### src/rtl/imem_boot_ctrl_if.sv
// imem_boot_ctrl_if: load stream, core fetch port and IMEM port of the boot controller.
// Latency: none, plain wires only.
// Backpressure: ld_ready is driven by the controller; slave = controller view, master = environment view.
interface imem_boot_ctrl_if;
    // load stream
    logic        ld_valid;
    logic        ld_ready;
    logic [31:0] ld_data;
    logic        ld_last;
    // core fetch path
    logic [31:0] cpu_addr;
    logic [31:0] cpu_instr;
    logic        cpu_stall;
    // single IMEM port (byte address, IMEM indexes with addr[31:2])
    logic [31:0] mem_addr;
    logic        mem_we;
    logic [31:0] mem_wdata;
    logic [31:0] mem_rdata;

    modport slave (
        input  ld_valid, ld_data, ld_last, cpu_addr, mem_rdata,
        output ld_ready, cpu_instr, cpu_stall, mem_addr, mem_we, mem_wdata
    );

    modport master (
        output ld_valid, ld_data, ld_last, cpu_addr, mem_rdata,
        input  ld_ready, cpu_instr, cpu_stall, mem_addr, mem_we, mem_wdata
    );
endinterface

### src/rtl/imem_boot_ctrl.sv
// imem_boot_ctrl: boot loader + port arbiter for the single-ported IMEM (LOAD streams words in, RUN hands port to fetch).
// Latency: load word written on its accept edge; RUN/LOAD outputs change the cycle after final accept / reload_req.
// Backpressure: ld_ready=1 throughout LOAD, 0 in RUN; one word per cycle, ld_valid gaps allowed.
//
// Ports: clk, rst_n (async active-low); bus (imem_boot_ctrl_if.slave: ld_*, cpu_*, mem_*);
//        reload_req (pulse, RUN only); boot_done, load_err, word_count, checksum status outputs.
// Optional feature: define IMEM_BOOT_CHECKSUM_EN to build the modulo-2^32 checksum of loaded
// words; without it checksum is constant zero and no accumulator exists.
module imem_boot_ctrl #(
    parameter int MEM_DEPTH_WORDS = 4096,
    parameter int CW              = $clog2(MEM_DEPTH_WORDS) + 1
) (
    input  logic                  clk,
    input  logic                  rst_n,
    imem_boot_ctrl_if.slave       bus,
    input  logic                  reload_req,
    output logic                  boot_done,
    output logic                  load_err,
    output logic [CW-1:0]         word_count,
    output logic [31:0]           checksum
);

    localparam logic [31:0]   NOP      = 32'h0000_0013;
    localparam logic [CW-1:0] LAST_IDX = CW'(MEM_DEPTH_WORDS - 1);
    localparam logic [CW-1:0] FULL_CNT = CW'(MEM_DEPTH_WORDS);

    typedef enum logic {
        S_LOAD = 1'b0,
        S_RUN  = 1'b1
    } state_t;

    state_t        state;
    logic [CW-1:0] cnt_q;
    logic          boot_done_q;
    logic          load_err_q;
    logic          accept;

    // ld_ready is exactly "in LOAD", so an accept is valid while loading.
    assign accept = bus.ld_valid && (state == S_LOAD);

    always_ff @(posedge clk or negedge rst_n) begin
        if (!rst_n) begin
            state       <= S_LOAD;
            cnt_q       <= '0;
            boot_done_q <= 1'b0;
            load_err_q  <= 1'b0;
        end else begin
            case (state)
                S_LOAD: begin
                    if (accept) begin
                        if (cnt_q != FULL_CNT) begin
                            cnt_q <= cnt_q + CW'(1);
                        end
                        if (bus.ld_last) begin
                            state       <= S_RUN;
                            boot_done_q <= 1'b1;
                            load_err_q  <= 1'b0;
                        end else if (cnt_q == LAST_IDX) begin
                            // Memory is full without a terminating word: stop here rather than wrap.
                            state       <= S_RUN;
                            boot_done_q <= 1'b1;
                            load_err_q  <= 1'b1;
                        end
                    end
                end
                S_RUN: begin
                    if (reload_req) begin
                        state       <= S_LOAD;
                        cnt_q       <= '0;
                        boot_done_q <= 1'b0;
                        load_err_q  <= 1'b0;
                    end
                end
                default: state <= S_LOAD;
            endcase
        end
    end

`ifdef IMEM_BOOT_CHECKSUM_EN
    logic [31:0] csum_q;

    always_ff @(posedge clk or negedge rst_n) begin
        if (!rst_n) begin
            csum_q <= 32'h0;
        end else if (accept) begin
            csum_q <= csum_q + bus.ld_data;
        end else if ((state == S_RUN) && reload_req) begin
            csum_q <= 32'h0;
        end
    end

    assign checksum = csum_q;
`else
    assign checksum = 32'h0;
`endif

    // Port mux: load writes at the running word index, otherwise the core owns the address.
    logic        in_load;
    assign in_load = (state == S_LOAD);

    assign bus.ld_ready  = in_load;
    assign bus.cpu_stall = in_load;
    assign bus.mem_we    = in_load && bus.ld_valid;
    assign bus.mem_wdata = bus.ld_data;
    assign bus.mem_addr  = in_load ? 32'({cnt_q, 2'b00}) : bus.cpu_addr;
    assign bus.cpu_instr = in_load ? NOP : bus.mem_rdata;

    assign boot_done  = boot_done_q;
    assign load_err   = load_err_q;
    assign word_count = cnt_q;

endmodule
### src/flat_wrapper.sv
// flat-port wrapper written by rule: the top's interface ports become plain ports
module imem_boot_ctrl_flat 
#(
    parameter int MEM_DEPTH_WORDS = 4096,
    parameter int CW              = $clog2(MEM_DEPTH_WORDS) + 1
)
  (clk, rst_n, reload_req, boot_done, load_err, word_count, checksum, bus_ld_valid, bus_ld_data, bus_ld_last, bus_cpu_addr, bus_mem_rdata, bus_ld_ready, bus_cpu_instr, bus_cpu_stall, bus_mem_addr, bus_mem_we, bus_mem_wdata);
  imem_boot_ctrl_if bus_i ();
  input  logic clk;
  input  logic rst_n;
  input  logic reload_req;
  output logic boot_done;
  output logic load_err;
  output logic [CW-1:0] word_count;
  output logic [31:0] checksum;
  input wire logic [$bits(bus_i.ld_valid)-1:0] bus_ld_valid;
  input wire logic [$bits(bus_i.ld_data)-1:0] bus_ld_data;
  input wire logic [$bits(bus_i.ld_last)-1:0] bus_ld_last;
  input wire logic [$bits(bus_i.cpu_addr)-1:0] bus_cpu_addr;
  input wire logic [$bits(bus_i.mem_rdata)-1:0] bus_mem_rdata;
  output wire logic [$bits(bus_i.ld_ready)-1:0] bus_ld_ready;
  output wire logic [$bits(bus_i.cpu_instr)-1:0] bus_cpu_instr;
  output wire logic [$bits(bus_i.cpu_stall)-1:0] bus_cpu_stall;
  output wire logic [$bits(bus_i.mem_addr)-1:0] bus_mem_addr;
  output wire logic [$bits(bus_i.mem_we)-1:0] bus_mem_we;
  output wire logic [$bits(bus_i.mem_wdata)-1:0] bus_mem_wdata;
  assign bus_i.ld_valid = bus_ld_valid;
  assign bus_i.ld_data = bus_ld_data;
  assign bus_i.ld_last = bus_ld_last;
  assign bus_i.cpu_addr = bus_cpu_addr;
  assign bus_i.mem_rdata = bus_mem_rdata;
  assign bus_ld_ready = bus_i.ld_ready;
  assign bus_cpu_instr = bus_i.cpu_instr;
  assign bus_cpu_stall = bus_i.cpu_stall;
  assign bus_mem_addr = bus_i.mem_addr;
  assign bus_mem_we = bus_i.mem_we;
  assign bus_mem_wdata = bus_i.mem_wdata;
  imem_boot_ctrl #(.MEM_DEPTH_WORDS(MEM_DEPTH_WORDS), .CW(CW)) u_core (.clk(clk), .rst_n(rst_n), .bus(bus_i), .reload_req(reload_req), .boot_done(boot_done), .load_err(load_err), .word_count(word_count), .checksum(checksum));
endmodule
### config.mk
export PLATFORM = sky130hd
export DESIGN_NAME = imem_boot_ctrl_flat
export DESIGN_NICKNAME = d
export VERILOG_FILES = /design/src/rtl/imem_boot_ctrl_if.sv /design/src/rtl/imem_boot_ctrl.sv /design/src/flat_wrapper.sv
export SDC_FILE = /design/constraint.sdc
export NUM_CORES = 1
export LEC_CHECK = 0
export ABC_AREA = 1
export CAP_MARGIN = 0
export CORE_AREA = 2 2 96 98
export CTS_CLUSTER_SIZE = 40
export DETAILED_ROUTE_END_ITERATION = 8
export DIE_AREA = 0 0 98 100
export PLACE_DENSITY = 0.81
export SYNTH_ARGS = -nofsm -noshare
export SYNTH_HDL_FRONTEND = slang
export SYNTH_SLANG_ARGS = --single-unit
### constraint.sdc
create_clock -name clk -period 1.66 [get_ports clk]
set_clock_uncertainty 0.2 [all_clocks]
set_input_delay 0.166 -clock clk [delete_from_list [all_inputs] [get_ports clk]]
set_output_delay 0.166 -clock clk [all_outputs]
set_load 0.01 [all_outputs]
* Word-level counts from Yosys, hierarchy flattened
Cells that the tools add are included.
Word-level totals: word-level logic and storage cells 34, input bits 101, register bits after elaboration 16, output and inout port bits 146
Cells by class: bitwise logic cells 1, muxes and demuxes 19, add/sub/neg operators 1, equality and inequality tests 6, reduce and logical (&&, ||, !) cells 3
Operators by type and width (count):
- 2-to-1 mux 32 bit | 2
- 2-to-1 mux 13 bit | 3
- one-hot mux 13 bit (2 select lines) | 1
- adder 13 x 1 -> 13 bit, second input constant | 1
- == test 13 x 12 -> 1 bit, second input constant | 1
- != test 13 bit, second input constant | 1
- 2-to-1 mux 1 bit | 10
- one-hot mux 1 bit (2 select lines) | 3
- AND reduction 3 bit | 2
- != test 2 x 1 -> 1 bit, second input constant | 2
- != test 3 x 2 -> 1 bit, second input constant | 1
- != test 2 bit, second input constant | 1
- logical AND 1 bit | 1
- inverter 1 bit | 1

* Longest topological paths before layout
Gate-level depths: netlist of run 1.
word-level depth 5, depth in mapped cells 10, gate-level depth less buffers 9

* Least setup slack after synthesis of run 1
Ideal clock, no wire load.
path type register to register, from register u_core.cnt_q[0], in the netlist u_core.word_count[0], to register u_core.cnt_q[6], in the netlist u_core.word_count[6], buffers on the path 0, library setup time 0.116 ns, cell stages (with the launch flop) 8, setup slack 0.100 ns, arrival time 1.244 ns, cell sequence dfrtp_1 > ha_1 > nand3_2 > nor2_1 > xor2_1 > nor2_1 > nand2_1 > nand2_1
Between the ends: word-level cells in the longest chain between the ends 4
RTL lines:
- start: declaration | line imem_boot_ctrl.sv:33 | logic [CW-1:0] cnt_q;
- start signal: assignment | line imem_boot_ctrl.sv:52 | cnt_q <= cnt_q + CW'(1);
- adder 13 x 1 -> 13 bit | line imem_boot_ctrl.sv:52
- 2-to-1 mux 13 bit | line imem_boot_ctrl.sv:51 | if (cnt_q != FULL_CNT) begin
- 2-to-1 mux 13 bit | line imem_boot_ctrl.sv:50 | if (accept) begin
- one-hot mux 13 bit (2 select lines) | line imem_boot_ctrl.sv:48 | case (state)
Parallel ways exist; a longest one is shown, timed or not. The select of a mux whose other input is x is not followed. A chain may end at the register's enable or synchronous reset.

* Final worst setup path of run 1
from register u_core.state, to output port bus_mem_addr[5]
Between the ends: word-level cells in the longest chain between the ends 1
RTL lines:
- start: declaration | line imem_boot_ctrl.sv:32 | state_t state;
- start signal: assignment | line imem_boot_ctrl.sv:43 | state <= S_LOAD;
- start signal: assignment | line imem_boot_ctrl.sv:55 | state <= S_RUN;
- start signal: assignment | line imem_boot_ctrl.sv:60 | state <= S_RUN;
- 2-to-1 mux 32 bit | line imem_boot_ctrl.sv:105 | assign bus.mem_addr = in_load ? 32'({cnt_q, 2'b00}) : bus.cpu_addr;
- end: declaration | line flat_wrapper.sv:24 | output wire logic [$bits(bus_i.mem_addr)-1:0] bus_mem_addr;
Every way passes these cells.

==> results.toml, run 1 <==
[outcome]
status = "finished, violations left"
violations = "setup timing"

[drt]
wl_mm = 8.17
drtIter0Drc = 50
firstDrtPassIters = 4
vias = 2577
wl_per_cell_um = 13.3
drc = 0
drtAntennaViolNets = 0
vias_per_cell = 4.18

[layout]
nNetsFinal = 609
n_antenna_cell = 0
nFillCells = 912
syn2layout_area_growth_pct = 84.4
final_layout_size_suffix_gt1_share_pct = 40.2

[placed_design]
hpwl_mm = 5.84
portBuffers = 150
place_ws_ns = -0.185
place_congestion = 0.828

[global_routing]
grt_max_degree = 17
grt.total_usage_pct = 14.7
grt_pass1_wl_mm = 11.8
grt_pass1_vias = 2427
gr-usage-met2_pct = 26.6
grt-busiest-layer = "met2"
grtUsageMet3_pct = 3.76
use_met1_pct = 17.5
antenna_found_initial = 0
overflow = 0

[timing]
setup_ws_ns = -0.0865
whs_ns = 0.0502
finalCritPeriodShare_pct = 105
hold_viol_final = 0
rsz0062_at_grt = "yes"
fmax_ghz = 0.573
final-setup-viol-count = 16
report.final.slew_viol_count = 0
layout_min_cycle_time_ns = 1.75
tns_ns = -0.772

[power_and_ir_drop]
power_frac_comb_pct = 62.8
ir_drop_uv = 601
p_sw_uw = 878
p_sw_share_pct = 39.2
internal_power_uw = 1360
seq_power_share_pct = 21.0
cellPowerDensity_nw_per_um2 = 590
pwr-share-clk_pct = 16.2
p_leak_uw = 0.00229

[synth]
ys_top_cells_by_count = "116 x nand2_1, 65 x buf_4, 62 x inv_1"
synth-seq-cells = 16
synth-compound-area-share_pct = 5.28
synth_edf_count = 0
synthAdderAreaFrac_pct = 1.21
synth_cell_types = 25
synth_area_leaders = "buf_4 24%, nand2_1 21%, dfrtp_1 19%"
synth-simple-area-share_pct = 32.4
synth.mux.area_fraction_pct = 0
synth_area_per_cell_um2 = 5.90
synth.largest_area_cell = "buf_4"
synthArstFlopShare_pct = 100
yosysTopAreaCellShare_pct = 23.7
syn_inst = 349
ys_warn_count = 0
synth_top_family_by_area = "buffers and inverters"
synthXorXnorAreaFrac_pct = 2.13
synth.most_common_cell = "nand2_1"
synth_area_um2 = 2060
ys_seq_area_share_pct = 19.4
ys.flop_type = "dfrtp_1"

[die]
dieWidth_um = 98
core_um2 = 8890
dieArea_um2 = 9800
die_h_um = 100
ioPinCount = 247
start_util_pct = 23.2
rows = 35

[worst_setup_path]
crit_path_frequent_cell = "buf_6"
crit_slowest_cell = "dfrtp_2"
crit_fanout = 6
end_kind = "primary output"
worstPathRequired_ns = 1.29
worstPathArrival_ns = 1.38
crit_chain = "buf_12 > buf_6 > buf_6 > nand2_2 > o21ai_2 > buf_2"
slowest_delay_ns = 0.47
startpoint_type = "register"
path_class = "reg -> out"

[cts]
clock_latency_ns = 0.25
cts.clk_slew.worst_paths_ns = 0.07
htreeDepth = 1
cts_sinks = 16
cts_tree = "done"
hold_buffers = 0
root_buffer = "clkbuf_8"
clockBufferDepth = 2
numCtsBuffers = 3

[min_path]
min_path_type = "in -> async"

[job]
drv_cap = 0
## final timing paths
path                                            start                     to  slack [ns]  cells past startpoint
max in group asynchronous                       rst_n           u_core.state        1.00                      2
min in group clk                      bus_ld_data[29]      bus_mem_wdata[29]        0.13                      0
worst min register to register       u_core.boot_done       u_core.boot_done        0.30                      2
worst max-delay path                     u_core.state        bus_mem_addr[5]       -0.09                      6
worst max register to register  u_core.word_count[10]   u_core.word_count[6]       -0.02                     10
worst min-delay path                            rst_n  u_core.word_count[12]        0.05                      2
## area by class of cell
cell class,instances,area (um2),share of cell area [%]
Timing Repair Buffer,197,1720,45.4
Multi-Input combinational cell,222,1200,31.7
Sequential cell,16,402,10.6
Inverter,65,264,6.95
Tap cell,111,139,3.65
Clock buffer,4,55.1,1.45
Timing Repair inverter,1,11.3,0.296
## worst max-delay path, delay by kind of cell (launching register included)
family	cells	cell delay, ns
AOI/OAI and AO/OA	1	0.05
buffers and inverters	4	0.54
DFF	1	0.47
and+or+nand+nor	1	0.06
## per-layer routing
layer  share of wire (%)  vias up  wire [um]
met4                 2.0        0        165
met1                  37     1161       2990
met5                   0        -          0
met3                  10       20        821
met2                  51      156       4190
li1                    -     1240          -
## state kept, by name (all words and copies together), names as in the netlist
register,count
u_core.boot_done,1
u_core.load_err,1
u_core.state,1
u_core.word_count,13
## cells in the final DEF, fill, tap and decap left out, types with 4 or more instances in the layout
cell,instances
nand2_1,72
clkdlybuf4s50_1,72
inv_1,54
buf_2,51
nand2_2,42
conb_1,32
buf_4,29
buf_6,17
dfrtp_1,15
nor2_1,12
o21ai_1,10
nand3_1,10
inv_2,9
clkbuf_2,8
dlygate4sd2_1,8
o21ai_2,7
nand2_4,6
nand4_1,5
xor2_1,5
buf_12,5
nor2_4,4
nor2_2,4
clkbuf_8,4
## stage by stage
stage	cell area, um2	instances	power (uW)	utilization (%)
finish	3800	616	2240	42.7
global route	3800	616	2390	42.7
CTS	3580	613	2100	40.3
detailed placement	3550	596	1720	39.9
global placement	3550	596	1700	39.9
floorplan	2180	380	1100	-
## cells by family (layout without fill, tap and decap cells)
logic type	count (synthesis)	count (layout)
flip-flops	16	16
other	1	32
adder cells (fa/ha/maj)	2	2
AO/OA/AOI/OAI	21	21
buffers and inverters	142	267
AND/OR/NAND/NOR	162	162
XOR/XNOR	5	5
## repair_timing
item / CTS / global route
gates cloned: 3 / 2
buffers inserted: 10 / 1
pin swaps: 2 / 11
endpoints found under the setup margin: 78 / 70
gates resized for setup: 290 / 99
## power groups by stage
stage          Sequential, uW  Combinational (uW)  Clock [uW]
2_1_floorplan             516                 582           0
3_3_place_gp              472                1230           0
3_5_place_dp              475                1250           0
4_1_cts                   470                1260         364
5_1_grt                   475                1530         382
6_report                  470                1410         363
Power figures use the tool's default switching activity.
==> run 2, diff against run 1 <==
--- a/config.mk
+++ b/config.mk
@@ -12,6 +12,8 @@
 export DETAILED_ROUTE_END_ITERATION = 8
 export DIE_AREA = 0 0 98 100
 export PLACE_DENSITY = 0.81
+export SETUP_SLACK_MARGIN = 0.2
+export SLEW_MARGIN = 5
 export SYNTH_ARGS = -nofsm -noshare
 export SYNTH_HDL_FRONTEND = slang
 export SYNTH_SLANG_ARGS = --single-unit
==> run 2 against run 1 <==
Compared with the run above:
- the flow still finishes with violations (setup timing)
- sequential cell count unchanged
- final cell count increased by 2.1%
- maximum frequency decreased by 0.96%
- core utilization increased by 4.7 points
- first-iteration DRC count increased by 8.0%
- combinational power increased by 26%
- sequential share of layout area decreased by 0.92 points
- die area unchanged
- total power increased by 17%
- non-clock buffer count increased by 14
- clock-buffer cell count unchanged
- critical path depth unchanged
- critical endpoint is now bus_cpu_instr[19]
- largest cell class unchanged
- highest routed layer unchanged
==> results.toml, run 2 (same netlist as run 1, synthesis figures left out) <==
[die]
rows = 35
core_um2 = 8890
ioPinCount = 247
start_util_pct = 23.2
dieWidth_um = 98
die_h_um = 100
dieArea_um2 = 9800

[drt]
drc = 0
vias = 2627
drtAntennaViolNets = 0
firstDrtPassIters = 4
wl_per_cell_um = 13.2
wl_mm = 8.31
drtIter0Drc = 54
vias_per_cell = 4.18

[cts]
cts_sinks = 16
root_buffer = "clkbuf_8"
clock_latency_ns = 0.26
cts.clk_slew.worst_paths_ns = 0.07
htreeDepth = 1
clockBufferDepth = 2
numCtsBuffers = 3
cts_tree = "done"
hold_buffers = 0

[worst_setup_path]
startpoint_type = "register"
crit_chain = "buf_12 > buf_12 > clkbuf_16 > nand2_1 > inv_1 > buf_2"
worstPathArrival_ns = 1.40
worstPathRequired_ns = 1.29
path_class = "reg -> out"
worst_path_dominant_cell_family = "buffers and inverters"
rrSetupSlack_ns = 0.04
crit_slowest_cell = "dfrtp_2"
crit_path_frequent_cell = "buf_12"
slowest_delay_ns = 0.46
crit_fanout = 6
end_kind = "primary output"
crit_buf_inv = 5

[power_and_ir_drop]
power_uw = 2620
ir_drop_uv = 582
cellPowerDensity_nw_per_um2 = 622
p_leak_uw = 0.00240

[timing]
final-setup-viol-count = 30
hold_viol_final = 0
fmax_ghz = 0.567
setup_ws_ns = -0.104
rsz0062_at_grt = "yes"
finalCritPeriodShare_pct = 106
layout_min_cycle_time_ns = 1.76
report.final.slew_viol_count = 0

[global_routing]
grt_pass1_vias = 2559
overflow = 0
grt_max_degree = 17
grt.total_usage_pct = 15.5
grt_pass1_wl_mm = 12.3
antenna_found_initial = 0

[layout]
syn2layout_area_growth_pct = 104
final_core_utilization_pct = 47.4
nFillCells = 850
area.sequential_um2 = 407
n_antenna_cell = 0
multi_input_area_um2 = 1370
final_area_um2 = 4210
final_common_cell = "clkdlybuf4s50_1"
final_cell_mix = "68 x clkdlybuf4s50_1, 54 x nand2_1, 43 x nand2_2, 43 x buf_2"
final_layout_size_suffix_gt1_share_pct = 50.2
nNetsFinal = 622
largest_reg_flops = 13

[min_path]
min_path_type = "in -> async"

[placed_design]
postPlaceCellArea_um2 = 3540
portBuffers = 150
place_congestion = 0.808
hpwl_mm = 5.70

[outcome]
status = "finished, violations left"
violations = "setup timing"

[job]
drv_cap = 0
[run 2: metal layers]
layer,GRT usage [%],part of all wire [%]
met1,17.2,37
met2,29.0,52
met3,3.48,7.6
met4,5.77,3.2
met5,0,0
[run 2: worst register-to-register path, delay by kind of cell (launching register included)]
family,cells,cell delay [ns]
buffers and inverters,4,0.58
and+or+nand+nor,3,0.32
DFF,1,0.46
[run 2: path summary, 6_finish.rpt]
kind                                        end             start  cells after the start
max                           bus_cpu_instr[19]      u_core.state                      6
min                             u_core.load_err             rst_n                      2
max reg2reg                u_core.word_count[6]      u_core.state                      7
min reg2reg                    u_core.boot_done  u_core.boot_done                      2
max in group asynchronous  u_core.word_count[0]             rst_n                      2
min in group clk              bus_mem_wdata[20]   bus_ld_data[20]                      0
[run 2: cell type report]
type	count	area share, %
clock buffer	4	1.31
tap	111	3.30
timing repair buffer	211	46.8
multi-input combinational	222	32.6
sequential	16	9.65
inverter	65	6.32
[run 2: what timing repair did]
action                     4_1_cts  5_1_grt
setup endpoints to repair       98       89
hold endpoints to repair         0        0
pin swaps                       30        7
resized for setup              402       87
gates cloned                     5        1
setup buffers                   20        5
[run 2: report_power, final]
part,switching [uW],leakage (uW),internal (uW)
Combinational,806,0.00217,960
Sequential,48.3,0.000207,439
Clock,154,0.0000288,211
Total,1010,0.00240,1610
[run 2: metrics by stage]
| stage | setup slack (ns) | hold slack [ns] | cells | setup TNS [ns] |
|---|---|---|---|---|
| after floorplan | 0.169 | -0.330 | 380 | 0 |
| after global placement | -0.0730 | 0.132 | 594 | -2.24 |
| after detailed placement | -0.102 | 0.132 | 594 | -2.95 |
| after CTS | -0.0903 | 0.0786 | 623 | -1.96 |
| after global routing | -0.145 | 0.0795 | 629 | -3.94 |
| final | -0.104 | 0.0625 | 629 | -2.01 |
==> run 3, diff against run 2 <==
--- a/config.mk
+++ b/config.mk
@@ -12,6 +12,7 @@
 export DETAILED_ROUTE_END_ITERATION = 8
 export DIE_AREA = 0 0 98 100
 export PLACE_DENSITY = 0.81
+export RECOVER_POWER = 50
 export SETUP_SLACK_MARGIN = 0.2
 export SLEW_MARGIN = 5
 export SYNTH_ARGS = -nofsm -noshare
==> run 3 against run 2 <==
Compared with the run above:
- worst setup slack is essentially flat
- critical endpoint unchanged
- total power about the same
- the run still ends with setup timing left
- first-iteration DRC count stayed put
- via count barely moved
- critical path type unchanged
- highest routed layer unchanged
- clock power about the same
- global-route usage did not move
- maximum frequency hardly changed
==> results.toml, run 3 (same netlist as run 1, synthesis figures left out) <==
[die]
dieWidth_um = 98
ioPinCount = 247
rows = 35
dieArea_um2 = 9800
die_h_um = 100
core_um2 = 8890
start_util_pct = 23.2

[timing]
setup_ws_ns = -0.103
final-setup-viol-count = 30
slew_headroom_pct = 35.6
fmax_ghz = 0.567
rsz0062_at_grt = "yes"
finalCritPeriodShare_pct = 106
layout_min_cycle_time_ns = 1.76
worst_pin_slew_ns = 0.967
report.final.slew_viol_count = 0
hold_viol_final = 0

[worst_setup_path]
end_kind = "primary output"
crit_buf_inv = 5
worstPathRequired_ns = 1.29
crit_fanout = 6
rrSetupSlack_ns = 0.04
crit_path_frequent_cell = "buf_12"
worst_path_dominant_cell_family = "buffers and inverters"
startpoint_type = "register"
path_class = "reg -> out"
slowest_delay_ns = 0.46
crit_chain = "buf_12 > buf_12 > clkbuf_16 > nand2_1 > inv_1 > buf_2"
worstPathArrival_ns = 1.40
crit_slowest_cell = "dfrtp_2"

[global_routing]
grt_pass1_vias = 2559
grt_pass1_wl_mm = 12.3
grt_max_degree = 17
antenna_found_initial = 0
grt.total_usage_pct = 15.5
overflow = 0

[drt]
vias_per_cell = 4.18
wl_mm = 8.31
drtIter0Drc = 54
drc = 0
drtAntennaViolNets = 0
wl_per_cell_um = 13.2
firstDrtPassIters = 4
vias = 2628

[layout]
final_layout_size_suffix_gt1_share_pct = 50.0
final_common_cell = "clkdlybuf4s50_1"
nNetsFinal = 622
final_cell_mix = "67 x clkdlybuf4s50_1, 54 x nand2_1, 43 x nand2_2, 43 x buf_2"
final_core_utilization_pct = 47.4
n_antenna_cell = 0
fin_cells = 629
largest_reg_flops = 13
syn2layout_area_growth_pct = 104

[outcome]
status = "finished, violations left"
violations = "setup timing"

[cts]
clock_latency_ns = 0.26
htreeDepth = 1
cts_tree = "done"
clockBufferDepth = 2
numCtsBuffers = 3
cts_sinks = 16
root_buffer = "clkbuf_8"
cts.clk_slew.worst_paths_ns = 0.07

[power_and_ir_drop]
ir_drop_uv = 582
cellPowerDensity_nw_per_um2 = 622
p_leak_uw = 0.00240

[min_path]
min_path_type = "in -> out"

[placed_design]
place_congestion = 0.808
placedCellCount = 594
hpwl_mm = 5.70
portBuffers = 150

[job]
drv_cap = 0
-- run 3: changes by cell type in the layout (fill, tap and decap cells not counted) --
cell	before	now
dlygate4sd3_1	0	1
buf_4	37	36
clkbuf_1	0	1
clkdlybuf4s50_1	68	67
-- run 3: where the power goes --
group | internal (uW) | switching, uW | total, uW
registers | 439 | 48.3 | 487
clock network | 211 | 154 | 366
logic | 959 | 806 | 1760
-- run 3: worst paths after layout --
check                                  from              endpoint  depth (start not counted)
max in group asynchronous             rst_n  u_core.word_count[0]                          2
hold reg to reg            u_core.boot_done      u_core.boot_done                          2
setup reg to reg               u_core.state  u_core.word_count[6]                          7
setup / recovery               u_core.state     bus_cpu_instr[19]                          6
min in group asynchronous             rst_n       u_core.load_err                          2
hold / removal              bus_ld_data[20]     bus_mem_wdata[20]                          0
-- run 3: what timing repair did --
item / in CTS / in global routing
resized for setup: 402 / 87
hold buffers: 0 / 0
cloned: 5 / 1
buffers inserted: 20 / 5
pin swaps: 30 / 7
setup endpoints to repair: 98 / 89
-- run 3: metal layers --
metal | GRT usage (%) | part of all wire [%] | vias up
li1 | - | - | 1263
met1 | 17.2 | 37 | 1207
met2 | 29.0 | 52 | 125
met3 | 3.48 | 7.6 | 33
met4 | 5.77 | 3.2 | 0
met5 | 0 | 0 | -
-- run 3: worst reg2reg max path: cells and delay by family, from the launching register on --
kind | cells | cell delay [ns]
flops | 1 | 0.46
simple gates | 3 | 0.32
buf+inv | 4 | 0.58
-- run 3: layout make-up --
cell class / instances / area [um2]
Clock buffer: 4 / 55.1
Fill cell: 852 / 4680
Timing Repair Buffer: 211 / 1970
Inverter: 65 / 267
Sequential cell: 16 / 407
Multi-Input combinational cell: 222 / 1370
Tap cell: 111 / 139
-- run 3: metrics by stage --
stage                     area, um2  hold WS [ns]  TNS, ns  worst slack, ns  total power, uW
final                          4210         0.132    -2.01           -0.103             2620
after global routing           4210         0.132    -3.94           -0.145             2770
after CTS                      3900        0.0786    -1.96          -0.0903             2430
after detailed placement       3540         0.132    -2.95           -0.102             1720
after global placement         3540         0.132    -2.24          -0.0730             1690
after floorplan                2200        -0.330        0            0.169             1140
